$ cat src/rtl/mem_bus_arbiter_if.sv
// Requester-side and memory-bus-side signals of the shared SRAM-style bus.
// The arbiter owns the memory bus (master view); the environment holds the
// requesters and the memory slave (slave view).
interface mem_bus_arbiter_if #(
    parameter int REQUESTERS = 2,
    parameter int ADDR_WIDTH = 32,
    parameter int DATA_WIDTH = 32
);
    logic [REQUESTERS-1:0]            req_valid;
    logic [REQUESTERS-1:0]            req_write;
    logic [2*REQUESTERS-1:0]          req_size;
    logic [ADDR_WIDTH*REQUESTERS-1:0] req_addr;
    logic [DATA_WIDTH*REQUESTERS-1:0] req_wdata;
    logic [REQUESTERS-1:0]            req_addr_ok;
    logic [REQUESTERS-1:0]            req_data_ok;
    logic [DATA_WIDTH-1:0]            req_rdata;

    logic                             bus_req;
    logic                             bus_write;
    logic [1:0]                       bus_size;
    logic [ADDR_WIDTH-1:0]            bus_addr;
    logic [DATA_WIDTH-1:0]            bus_wdata;
    logic                             bus_addr_ok;
    logic                             bus_data_ok;
    logic [DATA_WIDTH-1:0]            bus_rdata;

    modport master (
        input  req_valid, req_write, req_size, req_addr, req_wdata,
        output req_addr_ok, req_data_ok, req_rdata,
        output bus_req, bus_write, bus_size, bus_addr, bus_wdata,
        input  bus_addr_ok, bus_data_ok, bus_rdata
    );

    modport slave (
        output req_valid, req_write, req_size, req_addr, req_wdata,
        input  req_addr_ok, req_data_ok, req_rdata,
        input  bus_req, bus_write, bus_size, bus_addr, bus_wdata,
        output bus_addr_ok, bus_data_ok, bus_rdata
    );
endinterface

$ cat src/rtl/mem_bus_arbiter.sv
// Shares one addr_ok/data_ok memory bus between REQUESTERS masters, one
// outstanding transaction at a time. The grant is held from the address
// phase through the data phase, with one IDLE cycle between transactions.
module mem_bus_arbiter #(
    parameter int REQUESTERS  = 2,
    parameter int ADDR_WIDTH  = 32,
    parameter int DATA_WIDTH  = 32,
    parameter int ROUND_ROBIN = 1,
    localparam int GW         = (REQUESTERS > 1) ? $clog2(REQUESTERS) : 1
) (
    input  logic                clock,
    input  logic                reset,
    mem_bus_arbiter_if.master   mb,
    output logic                busy,
    output logic [GW-1:0]       grant_id
);

    typedef enum logic [1:0] {
        IDLE = 2'd0,
        ADDR = 2'd1,
        DATA = 2'd2
    } state_t;

    state_t                 state;
    state_t                 state_nxt;
    logic [GW-1:0]          rr_ptr;
    logic [GW-1:0]          rr_nxt;
    logic [GW-1:0]          winner;
    logic                   any_valid;
    int unsigned            scan_idx;

    logic                   write_r;
    logic [1:0]             size_r;
    logic [ADDR_WIDTH-1:0]  addr_r;
    logic [DATA_WIDTH-1:0]  wdata_r;

    // Winner: first valid requester scanning upward from rr_ptr (round-robin)
    // or from index 0 (fixed priority), wrapping modulo REQUESTERS.
    always_comb begin
        winner    = '0;
        any_valid = 1'b0;
        scan_idx  = 0;
        for (int unsigned k = 0; k < 32'(REQUESTERS); k++) begin
            if (ROUND_ROBIN != 0) begin
                scan_idx = (k + 32'(rr_ptr)) % 32'(REQUESTERS);
            end else begin
                scan_idx = k;
            end
            if (!any_valid && mb.req_valid[GW'(scan_idx)]) begin
                any_valid = 1'b1;
                winner    = GW'(scan_idx);
            end
        end
        // Explicit wrap keeps non-power-of-two counts in range.
        rr_nxt = (winner == GW'(REQUESTERS - 1)) ? '0 : winner + 1'b1;
    end

    // State register.
    always_ff @(posedge clock or posedge reset) begin
        if (reset) begin
            state <= IDLE;
        end else begin
            state <= state_nxt;
        end
    end

    // Next state and per-phase handshake outputs toward bus and requesters.
    always_comb begin
        state_nxt      = state;
        busy           = 1'b1;
        mb.bus_req     = 1'b0;
        mb.req_addr_ok = '0;
        mb.req_data_ok = '0;
        case (state)
            IDLE: begin
                busy = 1'b0;
                if (any_valid) begin
                    state_nxt = ADDR;
                end
            end
            ADDR: begin
                mb.bus_req = 1'b1;
                if (mb.bus_addr_ok) begin
                    mb.req_addr_ok[grant_id] = 1'b1;
                    state_nxt                = DATA;
                end
            end
            DATA: begin
                if (mb.bus_data_ok) begin
                    mb.req_data_ok[grant_id] = 1'b1;
                    state_nxt                = IDLE;
                end
            end
            default: begin
                state_nxt = IDLE;
            end
        endcase
    end

    // Capture the winner's request fields and owner id when leaving IDLE;
    // the owner id returns to 0 as the data phase completes.
    always_ff @(posedge clock or posedge reset) begin
        if (reset) begin
            grant_id <= '0;
            rr_ptr   <= '0;
            write_r  <= 1'b0;
            size_r   <= '0;
            addr_r   <= '0;
            wdata_r  <= '0;
        end else if (state == IDLE && any_valid) begin
            grant_id <= winner;
            write_r  <= mb.req_write[winner];
            size_r   <= mb.req_size[2*winner +: 2];
            addr_r   <= mb.req_addr[ADDR_WIDTH*winner +: ADDR_WIDTH];
            wdata_r  <= mb.req_wdata[DATA_WIDTH*winner +: DATA_WIDTH];
            if (ROUND_ROBIN != 0) begin
                rr_ptr <= rr_nxt;
            end
        end else if (state == DATA && mb.bus_data_ok) begin
            grant_id <= '0;
        end
    end

    assign mb.bus_write = write_r;
    assign mb.bus_size  = size_r;
    assign mb.bus_addr  = addr_r;
    assign mb.bus_wdata = wdata_r;
    assign mb.req_rdata = mb.bus_rdata;

endmodule

$ cat src/flat_wrapper.sv
// flat-port wrapper written by rule: the top's interface ports become plain ports
module mem_bus_arbiter_flat 
#(
    parameter int REQUESTERS  = 2,
    parameter int ADDR_WIDTH  = 32,
    parameter int DATA_WIDTH  = 32,
    parameter int ROUND_ROBIN = 1,
    localparam int GW         = (REQUESTERS > 1) ? $clog2(REQUESTERS) : 1
)
  (clock, reset, busy, grant_id, mb_req_valid, mb_req_write, mb_req_size, mb_req_addr, mb_req_wdata, mb_req_addr_ok, mb_req_data_ok, mb_req_rdata, mb_bus_req, mb_bus_write, mb_bus_size, mb_bus_addr, mb_bus_wdata, mb_bus_addr_ok, mb_bus_data_ok, mb_bus_rdata);
  mem_bus_arbiter_if #(.REQUESTERS(REQUESTERS), .ADDR_WIDTH(ADDR_WIDTH), .DATA_WIDTH(DATA_WIDTH)) mb_i ();
  input  logic clock;
  input  logic reset;
  output logic busy;
  output logic [GW-1:0] grant_id;
  input wire logic [$bits(mb_i.req_valid)-1:0] mb_req_valid;
  input wire logic [$bits(mb_i.req_write)-1:0] mb_req_write;
  input wire logic [$bits(mb_i.req_size)-1:0] mb_req_size;
  input wire logic [$bits(mb_i.req_addr)-1:0] mb_req_addr;
  input wire logic [$bits(mb_i.req_wdata)-1:0] mb_req_wdata;
  output wire logic [$bits(mb_i.req_addr_ok)-1:0] mb_req_addr_ok;
  output wire logic [$bits(mb_i.req_data_ok)-1:0] mb_req_data_ok;
  output wire logic [$bits(mb_i.req_rdata)-1:0] mb_req_rdata;
  output wire logic [$bits(mb_i.bus_req)-1:0] mb_bus_req;
  output wire logic [$bits(mb_i.bus_write)-1:0] mb_bus_write;
  output wire logic [$bits(mb_i.bus_size)-1:0] mb_bus_size;
  output wire logic [$bits(mb_i.bus_addr)-1:0] mb_bus_addr;
  output wire logic [$bits(mb_i.bus_wdata)-1:0] mb_bus_wdata;
  input wire logic [$bits(mb_i.bus_addr_ok)-1:0] mb_bus_addr_ok;
  input wire logic [$bits(mb_i.bus_data_ok)-1:0] mb_bus_data_ok;
  input wire logic [$bits(mb_i.bus_rdata)-1:0] mb_bus_rdata;
  assign mb_i.req_valid = mb_req_valid;
  assign mb_i.req_write = mb_req_write;
  assign mb_i.req_size = mb_req_size;
  assign mb_i.req_addr = mb_req_addr;
  assign mb_i.req_wdata = mb_req_wdata;
  assign mb_req_addr_ok = mb_i.req_addr_ok;
  assign mb_req_data_ok = mb_i.req_data_ok;
  assign mb_req_rdata = mb_i.req_rdata;
  assign mb_bus_req = mb_i.bus_req;
  assign mb_bus_write = mb_i.bus_write;
  assign mb_bus_size = mb_i.bus_size;
  assign mb_bus_addr = mb_i.bus_addr;
  assign mb_bus_wdata = mb_i.bus_wdata;
  assign mb_i.bus_addr_ok = mb_bus_addr_ok;
  assign mb_i.bus_data_ok = mb_bus_data_ok;
  assign mb_i.bus_rdata = mb_bus_rdata;
  mem_bus_arbiter #(.REQUESTERS(REQUESTERS), .ADDR_WIDTH(ADDR_WIDTH), .DATA_WIDTH(DATA_WIDTH), .ROUND_ROBIN(ROUND_ROBIN)) u_core (.clock(clock), .reset(reset), .mb(mb_i), .busy(busy), .grant_id(grant_id));
endmodule
$ cat config.mk
export PLATFORM = sky130hd
export DESIGN_NAME = mem_bus_arbiter_flat
export DESIGN_NICKNAME = d
export VERILOG_FILES = /design/src/rtl/mem_bus_arbiter_if.sv /design/src/rtl/mem_bus_arbiter.sv /design/src/flat_wrapper.sv
export SDC_FILE = /design/constraint.sdc
export NUM_CORES = 1
export LEC_CHECK = 0
export BUFFER_PORTS_ARGS = -buffer_cell sky130_fd_sc_hd__buf_2
export CORE_AREA = 2 2 107 109
export CTS_BUF_LIST = sky130_fd_sc_hd__clkbuf_4
export DETAILED_ROUTE_END_ITERATION = 8
export DIE_AREA = 0 0 109 111
export MAX_ROUTING_LAYER = met4
export PLACE_DENSITY = 0.72
export SLEW_MARGIN = 20
export SYNTH_ARGS = -nofsm -noshare
export SYNTH_HDL_FRONTEND = slang
export SYNTH_SLANG_ARGS = --single-unit
$ cat constraint.sdc
create_clock -name clock -period 4.9 [get_ports clock]
set_input_delay 0.98 -clock clock [delete_from_list [all_inputs] [get_ports clock]]
set_output_delay 0.98 -clock clock [all_outputs]
set_load 0.02 [all_outputs]
==> run_results.csv <==
group,metric,value,unit
route,wire_per_inst,16.8,um
logic_synthesis,ys.flop_type,"dfrtp_1",
pwr,seq_power_share,0.353,
logic_synthesis,avgSynthCellArea,12.0,um2
setup_path,worstPathMaxFanout,68,
placed_design,dpl.hpwl,6.85,mm
placed_design,gp_congestion,0.799,
finish,fin_nets,626,
logic_synthesis,yosys.area.top_type,"dfrtp_1",
die,io_pins,278,
logic_synthesis,synth_area,0.00349,mm2
clock_tree,clock_latency,0.41,ns
global_route,grt_pass1_vias,3229,
die,die_x,109,um
worst_hold_path,hold_start,"u_core.rr_ptr$_DFFE_PP0P_",
die,dieArea,0.0121,mm2
clock_tree,ctsLongestPathBuffers,2,
die,coreArea,0.0111,mm2
logic_synthesis,synth.most_common_cell,"dfrtp_1",
logic_synthesis,synth.distinct_cells,21,
setup_path,r2r_cells,4,
logic_synthesis,synth.top_cell.area_share,0.509,
die,rows,39,
clock_tree,cts_setup_buffers,0,
sta,setup_viol,0,
pwr,vdd_drop_max,363,uV
global_route,met2_usage,0.267,
clock_tree,cts_tree,"built",
route,antenna_left,0,
finish,antenna_cells,0,
sta,fin_setup_tns,0,ns
setup_path,r2r_setup_slack,2.67,ns
setup_path,critPathRequiredTime,3.92,ns
route,viasPerCell,5.30,
global_route,grt_overflow,0,
logic_synthesis,seq_area_frac_synth,0.509,
global_route,grt_use_total,0.167,
pwr,p_switching,1.28,mW
clock_tree,root_buffer,"clkbuf_4",
sta,fmax,312,MHz
sta,slew_viol_final,0,
logic_synthesis,yosys_warnings,0,
global_route,gr-usage-met1,0.189,
clock_tree,hold_buffers,0,
logic_synthesis,synth_edf_count,0,
global_route,grt_max_degree,69,
pwr,leakage,2.26,nW
die,start_util,0.315,
global_route,grt-busiest-layer,"met2",
finish,layout-drive-gt1-share,0.513,
die,die_h,111,um
placed_design,port_buffers,213,
sta,worst_pin_slew,0.958,ns
pwr,power.internal,1.65,mW
setup_path,worstSetupPathType,"reg -> out",
setup_path,worstPathArrival,2.22,ns
sta,min_period_over_period,0.653,
route,drtIter0Drc,274,
logic_synthesis,synthTopCellsByArea,"dfrtp_1 (51%), a221o_1 (19%), o21a_1 (14%)",
sta,hold_violations,0,
logic_synthesis,ys_seq_elements,71,
pwr,switching_share,0.437,
setup_path,endpoint_kind,"primary output",
route,drc,0,
logic_synthesis,syn_inst,290,
sta,rsz0062_at_grt,"no",
clock_tree,cts_htree_levels,3,
clock_tree,cts.sinks,71,
sta,finalClockSkew,0.0120,ns
clock_tree,cts-buffers-inserted,9,
status,status,"finished, final reports clean",
worst_hold_path,hold_depth,1,
global_route,use_met3,0.0576,
pwr,powerDensity,662,mW/mm2
worst_hold_path,hold_path.class,"reg -> reg",
flow_run,maxCapViolations,0,
setup_path,cp-start-kind,"register",
route,wl,10.1,mm
global_route,antenna_found_initial,0,
clock_tree,cts_resized,0,
setup_path,r2r-end,"u_core.mb.bus_wdata[22]$_DFFE_PP0P_",
route,vias,3173,
pwr,comb_power_share,0.547,
pwr,power.total,2.94,mW
worst_hold_path,hold_end,"u_core.rr_ptr$_DFFE_PP0P_",
finish,syn2layout_area_growth,27.1,%
pwr,pwr-share-clk,0.100,
sta,period_minus_slack,3.20,ns
global_route,grt_pass1_wl,15.6,mm
setup_path,r2r-start,"u_core.state[0]$_DFFE_PP0P_",
sta,relSlewSlack,0.360,
logic_synthesis,synthTopCellsByCount,"dfrtp_1 (71), a221o_1 (67), o21a_1 (67), buf_4 (32), buf_2 (15)",
finish,fillers,1059,
route,drtPass1Iterations,4,
clock_tree,clk_pin_slew,0.10,ns
logic_synthesis,syn_nets,462,
finish,finish.utilization,0.401,
logic_synthesis,async_flop_share,1.00,
## placed cells by master, fill, tap and decap left out, types with 2 or more instances in the layout
master	Yosys	layout
buf_2	15	213
nor2_1	5	4
nand2_1	2	2
o21a_1	67	67
buf_4	32	2
inv_1	3	2
dfrtp_1	71	71
o21ai_0	3	3
a221o_1	67	67
clkbuf_4	0	10
clkinv_2	0	3
and3_4	1	2
## sequential cells by signal, indices dropped and copies added (netlist names)
| name | flops |
|---|---|
| u_core.rr_ptr | 1 |
| u_core.mb.bus_wdata | 32 |
| u_core.mb.bus_addr | 32 |
| u_core.grant_id | 1 |
| u_core.mb.bus_write | 1 |
| u_core.state | 2 |
| u_core.mb.bus_size | 2 |
## power by group through the flow
stage	clock (mW)	sequential, mW	combinational (mW)
after floorplan	0	1.36	0.867
after CTS	0.310	1.04	1.62
after global placement	0	1.03	1.56
after detailed placement	0	1.04	1.61
after global routing	0.337	1.07	1.73
final	0.293	1.04	1.61
## worst max-delay path by stage
stage                                 from                                   to  slack (ns)
2_1_floorplan                        reset          u_core.grant_id$_DFFE_PP0P_        2.12
3_3_place_gp               mb_req_valid[1]  u_core.mb.bus_wdata[22]$_DFFE_PP0P_        2.31
3_5_place_dp   u_core.state[0]$_DFFE_PP0P_                                 busy        2.31
4_1_cts        u_core.state[1]$_DFFE_PP0P_                                 busy        1.84
5_1_grt        u_core.state[0]$_DFFE_PP0P_                                 busy        1.48
6_report       u_core.state[0]$_DFFE_PP0P_                                 busy        1.70
## layer usage
metal | share of wire | routed length (um)
met1 | 0.40 | 4010
met2 | 0.49 | 4920
met3 | 0.090 | 908
met4 | 0.023 | 234
met5 | 0 | 0
## kinds of logic after synthesis
family,after synthesis,synth area share
flip-flops,71,0.509
AO/OA/AOI/OAI,139,0.345
buffers and inverters,66,0.124
AND/OR/NAND/NOR,14,0.0226
## final cells by class
type	count	area [um2]	share of cell area
flip-flops and latches	71	1780	0.400
multi-input cells	153	1300	0.292
repair buffers	215	1080	0.244
well taps	143	179	0.0403
clock buffers	10	75.1	0.0169
inverters	4	16.3	0.00367
clock inverters	3	13.8	0.00310
## per-stage QoR
step | instance area, um2 | hold WS, ns | std cells | setup WS [ns]
final | 4440 | 0.550 | 599 | 1.70
after global placement | 4340 | 0.495 | 586 | 2.31
after CTS | 4440 | 0.563 | 599 | 1.84
after floorplan | 3490 | 0.463 | 290 | 2.12
after detailed placement | 4350 | 0.498 | 586 | 2.31
after global routing | 4440 | 0.583 | 599 | 1.48
## critical path, stage by stage (launching register included)
cell	delay, ns
dfrtp_1	0.42
nor2_2	0.19
clkinv_2	0.76
buf_2	0.45
No activity file was read; power rests on OpenSTA's default activity.
